`src/rtl/ram_pkg.sv`:
```
// Shared types and parameter defaults for the clear-on-reset synchronous RAM.
package ram_pkg;

   typedef enum logic {
      CLEAR = 1'b0,
      IDLE  = 1'b1
   } state_t;

   localparam int DEF_DATA_W = 8;
   localparam int DEF_ADDR_W = 7;
   localparam int DEF_DEPTH  = 128;
   localparam int DEF_RD_LAT = 1;

endpackage

```
`src/rtl/ram_rd_pipe.sv`:
```
// Optional second read stage: delays read data and valid by one edge.
module ram_rd_pipe #(
   parameter int DATA_W = 8
) (
   input  logic              clk,
   input  logic              reset,
   input  logic              vld_i,
   input  logic [DATA_W-1:0] data_i,
   output logic              vld_o,
   output logic [DATA_W-1:0] data_o
);

   logic              vld_q;
   logic [DATA_W-1:0] data_q;

   // data only moves with valid so the output holds between reads
   always_ff @(posedge clk) begin
      if (!reset) begin
         vld_q  <= 1'b0;
         data_q <= '0;
      end else begin
         vld_q <= vld_i;
         if (vld_i) begin
            data_q <= data_i;
         end
      end
   end

   assign vld_o  = vld_q;
   assign data_o = data_q;

endmodule

```
`src/rtl/sync_ram_clr.sv`:
```
// Single-port synchronous RAM that zeroes itself word-by-word after every reset.
//   state | meaning
//   CLEAR | writing zero at clr_ptr_q each edge; requests rejected with err
//   IDLE  | servicing reads and writes
module sync_ram_clr
   import ram_pkg::*;
#(
   parameter int DATA_W = DEF_DATA_W,
   parameter int ADDR_W = DEF_ADDR_W,
   parameter int DEPTH  = DEF_DEPTH,
   parameter int RD_LAT = DEF_RD_LAT
) (
   input  logic              clk,
   input  logic              reset,
   input  logic              cs,
   input  logic              we,
   input  logic              oe,
   input  logic [ADDR_W-1:0] address,
   input  logic [DATA_W-1:0] data_in,
   output logic [DATA_W-1:0] data_out,
   output logic              rd_valid,
   output logic              busy,
   output logic              err
);

   localparam logic [ADDR_W:0]   DEPTH_C  = (ADDR_W+1)'(DEPTH);
   localparam logic [ADDR_W-1:0] LAST_PTR = ADDR_W'(DEPTH - 1);

   logic [DATA_W-1:0] mem [DEPTH];

   state_t            state_q, state_d;
   logic [ADDR_W-1:0] clr_ptr_q, clr_ptr_d;
   logic              err_q, err_d;
   logic              rd_vld_q;
   logic [DATA_W-1:0] rd_data_q;

   logic              in_range;
   logic              mem_we;
   logic [ADDR_W-1:0] mem_waddr;
   logic [DATA_W-1:0] mem_wdata;
   logic              rd_acc;

   assign in_range = ({1'b0, address} < DEPTH_C);

   always_comb begin
      state_d   = state_q;
      clr_ptr_d = clr_ptr_q;
      err_d     = 1'b0;
      mem_we    = 1'b0;
      mem_waddr = address;
      mem_wdata = data_in;
      rd_acc    = 1'b0;
      case (state_q)
         CLEAR: begin
            mem_we    = 1'b1;
            mem_waddr = clr_ptr_q;
            mem_wdata = '0;
            err_d     = cs & (we | oe);
            if (clr_ptr_q == LAST_PTR) begin
               state_d = IDLE;
            end else begin
               clr_ptr_d = clr_ptr_q + 1'b1;
            end
         end
         IDLE: begin
            // write wins over a simultaneous read request
            if (cs && we) begin
               if (in_range) begin
                  mem_we = 1'b1;
               end else begin
                  err_d = 1'b1;
               end
            end else if (cs && oe) begin
               rd_acc = 1'b1;
               err_d  = ~in_range;
            end
         end
         default: begin
            state_d = CLEAR;
         end
      endcase
   end

   always_ff @(posedge clk) begin
      if (!reset) begin
         state_q   <= CLEAR;
         clr_ptr_q <= '0;
         err_q     <= 1'b0;
         rd_vld_q  <= 1'b0;
         rd_data_q <= '0;
      end else begin
         state_q   <= state_d;
         clr_ptr_q <= clr_ptr_d;
         err_q     <= err_d;
         rd_vld_q  <= rd_acc;
         if (rd_acc) begin
            rd_data_q <= in_range ? mem[address] : '0;
         end
      end
   end

   // storage has no reset; only the CLEAR walk zeroes it
   always_ff @(posedge clk) begin
      if (reset && mem_we) begin
         mem[mem_waddr] <= mem_wdata;
      end
   end

   generate
      if (RD_LAT == 2) begin : g_pipe
         ram_rd_pipe #(
            .DATA_W (DATA_W)
         ) u_rd_pipe (
            .clk    (clk),
            .reset  (reset),
            .vld_i  (rd_vld_q),
            .data_i (rd_data_q),
            .vld_o  (rd_valid),
            .data_o (data_out)
         );
      end else begin : g_direct
         assign rd_valid = rd_vld_q;
         assign data_out = rd_data_q;
      end
   endgenerate

   assign busy = (state_q == CLEAR);
   assign err  = err_q;

endmodule

```
`config.mk`:
```
export PLATFORM = sky130hd
export DESIGN_NAME = sync_ram_clr
export DESIGN_NICKNAME = d
export VERILOG_FILES = /design/src/rtl/ram_pkg.sv /design/src/rtl/ram_rd_pipe.sv /design/src/rtl/sync_ram_clr.sv
export SDC_FILE = /design/constraint.sdc
export NUM_CORES = 1
export LEC_CHECK = 0
export CAP_MARGIN = 5
export CORE_AREA = 2 2 429 218
export DETAILED_ROUTE_END_ITERATION = 8
export DIE_AREA = 0 0 431 220
export SLEW_MARGIN = 20
export SYNTH_ARGS = -nofsm -noshare
export SYNTH_HDL_FRONTEND = slang
export SYNTH_SLANG_ARGS = --single-unit
```
`constraint.sdc`:
```
create_clock -name clk -period 2.9 [get_ports clk]
set_input_delay 0.29 -clock clk [delete_from_list [all_inputs] [get_ports clk]]
set_output_delay 0.29 -clock clk [all_outputs]
set_load 0.05 [all_outputs]
```
[Word-level counts from Yosys, hierarchy flattened]
Memories as Yosys holds them, arrays and structs flattened. A register that Yosys moved wholly into a read port is not among the register bits.
Cells that the tools add are included.
Widths: inputs -> output; s select.
Storage, ports and cells
  bits in read-only memories: 0
  RAM bits: 1024
  memories: 1
  input bits: 20
  word-level logic and storage cells: 28
  register bits: 10
  latch bits: 0
Memory list
  mem: words 128, width 8, read ports 1, clocked after Yosys merged registers in 1, write ports 1, RTL line sync_ram_clr.sv:29  | logic [DATA_W-1:0] mem [DEPTH];
Cells by class
  multipliers: 0
  magnitude comparators: 0
  shifts and indexed selects: 0
  bitwise gates (word level): 4
  add/subtract/negate cells: 1
  mux-type cells: 12
  eq/ne operators: 1
  reductions and logical operators: 5
  div/mod/pow operators: 0
Operators with widths (count)
  $mux 1: 8
  $mux 8: 1
  $add 7x1->7 const B: 1
  $eq 7x7->1 const B: 1
  $mux 7: 1
  $pmux 1 s2: 2
  $logic_and 1x1->1: 3
  $not 1->1: 2
  $reduce_and 2->1: 1
  $and 1x1->1: 1
  $logic_not 1->1: 1
  $or 1x1->1: 1

[Longest topological paths before layout]
  word-level depth: 6
  depth in mapped cells: 11
  depth with buffers taken out: 7

[Worst setup path after synthesis]
OpenSTA, ideal clock, no wires.
  path kind: register to register
  from: register state_q
  to: memory mem[0][0] (data pin)
  period minus slack after synthesis: 3203 ps
  path buffers: 3
  setup time: 534 ps
  arrival: 2669 ps
  stages on the path, launching flop included: 5
  setup slack: -303 ps
  data required time: 2366 ps
  cells stage by stage: dfxtp_1 > buf_2 > clkbuf_1 > clkbuf_1 > and2_1
Between the ends
  cells in the longest elaborated chain, start to end: 1
Ends and longest elaborated chain
  start, declared: RTL line sync_ram_clr.sv:31  | state_t state_q, state_d;
  start signal, assigned: RTL line sync_ram_clr.sv:92  | state_q <= state_d;
  $mux 8: RTL line sync_ram_clr.sv:53  | case (state_q)
  net mem_wdata[0]: RTL line sync_ram_clr.sv:40  | logic [DATA_W-1:0] mem_wdata;
  end, declared: RTL line sync_ram_clr.sv:29
The timed path passes the listed nets, and every way through them passes these cells.

==> flow_summary.yaml <==
status:
  status: "finished clean"
cts:
  post_cts_buffers: 0
  clk_path_buf_depth: 3
  clock_latency_ns: 0.68
  cts.sinks: 1042
  root_buffer: "clkbuf_16"
  postCtsResizedCells: 0
  cts_hold_buffers: 0
  cts_tree: "yes"
  cts-buffers-inserted: 89
  clk_pin_slew_ns: 0.07
  htree_levels: 3
route:
  dr.pass1.iters: 7
  vias_per_cell: 5.933
  drcViolationCount: 0
  routed_wl_um: 104300
  wl_met1_um: 49570
  avgRoutedWirePerCell_um: 29.63
  drtIter0Drc: 2708
  ant_nets: 0
  vias: 20889
  wl_met3_um: 12400
  wl_met2_um: 40380
  top_layer: "met4"
global_routing:
  grt_max_degree: 129
  first_global_vias: 20437
  grt_pass1_wl_um: 149500
  gr-total-overflow: 0
  grt.total_usage: 0.2231
  antenna_found_initial: 2
yosys:
  synth.distinct_cells: 48
  synthArstFlopShare: 0
  dominantRegCellSynth: "edfxtp_1"
  yosys.cell_count.top_type: "edfxtp_1"
  synth_top_family_by_area: "multiplexers"
  synthMuxAreaShare: 0.1640
  yosys.area_share.adder: 0.0003068
  synth_edf_count: 1024
  yosysTopAreaCell: "edfxtp_1"
  synth_xor_area_frac: 0.001074
  synth_compound_area_frac: 0.02519
  ys_seq_area_frac: 0.7628
  yosysTopAreaCellShare: 0.7539
  synth_area_leaders: "edfxtp_1 (75%), mux4_2 (13%), mux2i_1 (3.3%), nor2_1 (1.2%), dfxtp_1 (0.88%)"
  synthTopCellsByCount: "edfxtp_1 (1024), mux4_2 (231), nor2_1 (135)"
  synth-seq-cells: 1042
  yosysWarningCount: 0
  syn_area_mm2: 0.04079
  syn-num-nets: 1974
  syn_inst: 1953
  synth-simple-area-share: 0.03077
  syn_area_per_cell_um2: 20.88
sta:
  finalCriticalPeriod_ns: 2.876
  fin_crit_sh: 0.9916
  hold_viol: 0
  tns_ns: 0
  slew_headroom: 0.2719
  grt_setup_unrepaired: "false"
  fmax_mhz: 347.8
  tightest_slew_ns: 1.081
  final_max_slew_viol_count: 0
  clock_skew_ns: 0.01941
  final-setup-viol-count: 0
floorplan:
  dieArea_mm2: 0.09482
  core_mm2: 0.09163
  ioPinCount: 31
  row_count: 79
  initial_utilization: 0.4451
  die_w_um: 431
  die_h_um: 220
place:
  dp_hpwl_um: 68280
  placedCellCount: 3361
  port_buffers: 30
  postPlaceCellArea_mm2: 0.04437
  gp_congestion: 0.9264
critical_path:
  cp_slowest_cell: "o22ai_1"
  critPathLaunchType: "input port"
  rr_startpoint: "clr_ptr_q[3]$_SDFFE_PN0P_"
  path_cells: "clkdlybuf4s50_1 > buf_4 > and2_1 > nand2_1 > o22ai_1 > a211oi_1 > buf_4 > a211oi_1"
  worstPathRequired_ns: 3.50
  critPathMaxStageDelay_ns: 0.81
  worstPathMaxFanout: 20
  r2r_slack_ns: 0.20
  worst_r2r_path_depth: 5
  worst_r2r_endpoint: "mem[87][0]$_DFFE_PP_"
  setup.worst_path.end_class: "register"
  critPathArrivalTime_ns: 3.47
  path_class: "input port to register"
job:
  maxCapViolCount: 0
worst_hold_path:
  holdPathEnd: "err$_SDFF_PP0_"
  hold_path.class: "input port to register"
  holdPathStages: 3
  worstHoldStart: "cs"
cells_and_area:
  register_area_mm2: 0.03111
  post_layout_nonfiller_instances: 3521
  syn_to_final_growth_pct: 15.64
  nets: 2258
  fillCellCount: 7176
  multi_input_area_mm2: 0.009046
  antenna_cells: 0
  final_area_mm2: 0.04717
  drive_gt1_frac: 0.2775
power_and_ir_drop:
  ir_drop_uv: 428.2
  p_leak_nw: 15.89
  power.total_mw: 29.56
  powerDensity_mw_per_mm2: 626.8
-- through the flow --
step / worst slack (ns) / hold WS (ns) / util
final: 0.02444 / 0.2490 / 0.5147
after detailed placement: -0.3502 / 0.5765 / 0.4842
after global routing: 0.04150 / 0.2735 / 0.5147
after global placement: -0.3226 / 0.5562 / 0.4842
after CTS: 0.2578 / 0.2045 / 0.5147
after floorplan: 0.4310 / 0.4336 / -
-- where the power goes --
| group | switching, mW | internal (mW) | leakage, nW | total, mW |
|---|---|---|---|---|
| logic | 0.783 | 0.615 | 4.55 | 1.40 |
| clock network | 5.40 | 6.46 | 1.37 | 11.9 |
| registers | 0.0110 | 16.3 | 9.98 | 16.3 |
| total | 6.19 | 23.4 | 15.9 | 29.6 |
-- final cells by class --
type / count / area share
sequential: 1042 / 0.6596
multi-input combinational: 804 / 0.1918
timing repair buffer: 299 / 0.05701
clock buffer: 106 / 0.04857
tap: 1215 / 0.03223
clock inverter: 54 / 0.01072
inverter: 1 / 0.00007958
-- cells in the final DEF, fill, tap and decap left out, types with 5 or more instances in the layout --
cell             Yosys  layout
a21oi_1             18      18
and2_1              20      12
clkdlybuf4s50_1      0      26
clkbuf_16            0      89
nand2b_1            12      12
mux2i_1            133     133
a22o_1               5       5
a211oi_1            25      25
nor2b_1             13      13
and2_4               0       8
o211ai_1             5       5
buf_4               23     240
clkinv_1             0      20
clkbuf_1            32      17
inv_6                0       6
nor2_1             135     135
nand3_1             33      33
nand2_1             46      46
a221oi_1             9       9
a22oi_1             40      40
mux4_2             231     231
o21ai_0             15      15
buf_12               0      29
mux4_1               5       5
bufinv_16            0       9
edfxtp_1          1024    1024
o22ai_1             18      18
clkinv_2             0      15
dfxtp_1             18      18
-- worst max-delay path: cells and delay by family --
family | cells | cell delay (ns)
compound gates | 3 | 1.14
buf+inv | 3 | 1.02
simple gates | 2 | 0.99
-- flip-flops by register name (all words and copies together), names as in the netlist --
signal     flops
err            1
clr_ptr_q      7
mem         1024
state_q        1
data_out       8
rd_valid       1
-- logic make-up after synthesis --
family                   count (synthesis)
flip-flops                            1042
multiplexers                           371
AND/OR/NAND/NOR                        278
AO/OA/AOI/OAI                          149
buffers and inverters                  107
XOR/XNOR                                 5
adder cells (fa/ha/maj)                  1
-- routing by layer --
metal	track usage	vias to the layer above
met2	0.2829	1113
li1	-	8668
met3	0.06599	128
met4	0.05029	0
met1	0.3689	10980
met5	0	-
-- worst max-delay path by stage --
stage	startpoint	slack (ns)	endpoint
3_3_place_gp	address[4]	-0.32	data_out[1]$_SDFFE_PN0P_
5_1_grt	clr_ptr_q[3]$_SDFFE_PN0P_	0.04	mem[85][0]$_DFFE_PP_
6_report	address[4]	0.02	data_out[1]$_SDFFE_PN0P_
2_1_floorplan	address[1]	0.43	mem[68][0]$_DFFE_PP_
4_1_cts	clr_ptr_q[3]$_SDFFE_PN0P_	0.26	mem[87][5]$_DFFE_PP_
3_5_place_dp	address[4]	-0.35	data_out[1]$_SDFFE_PN0P_
Power figures use the tool's default switching activity.
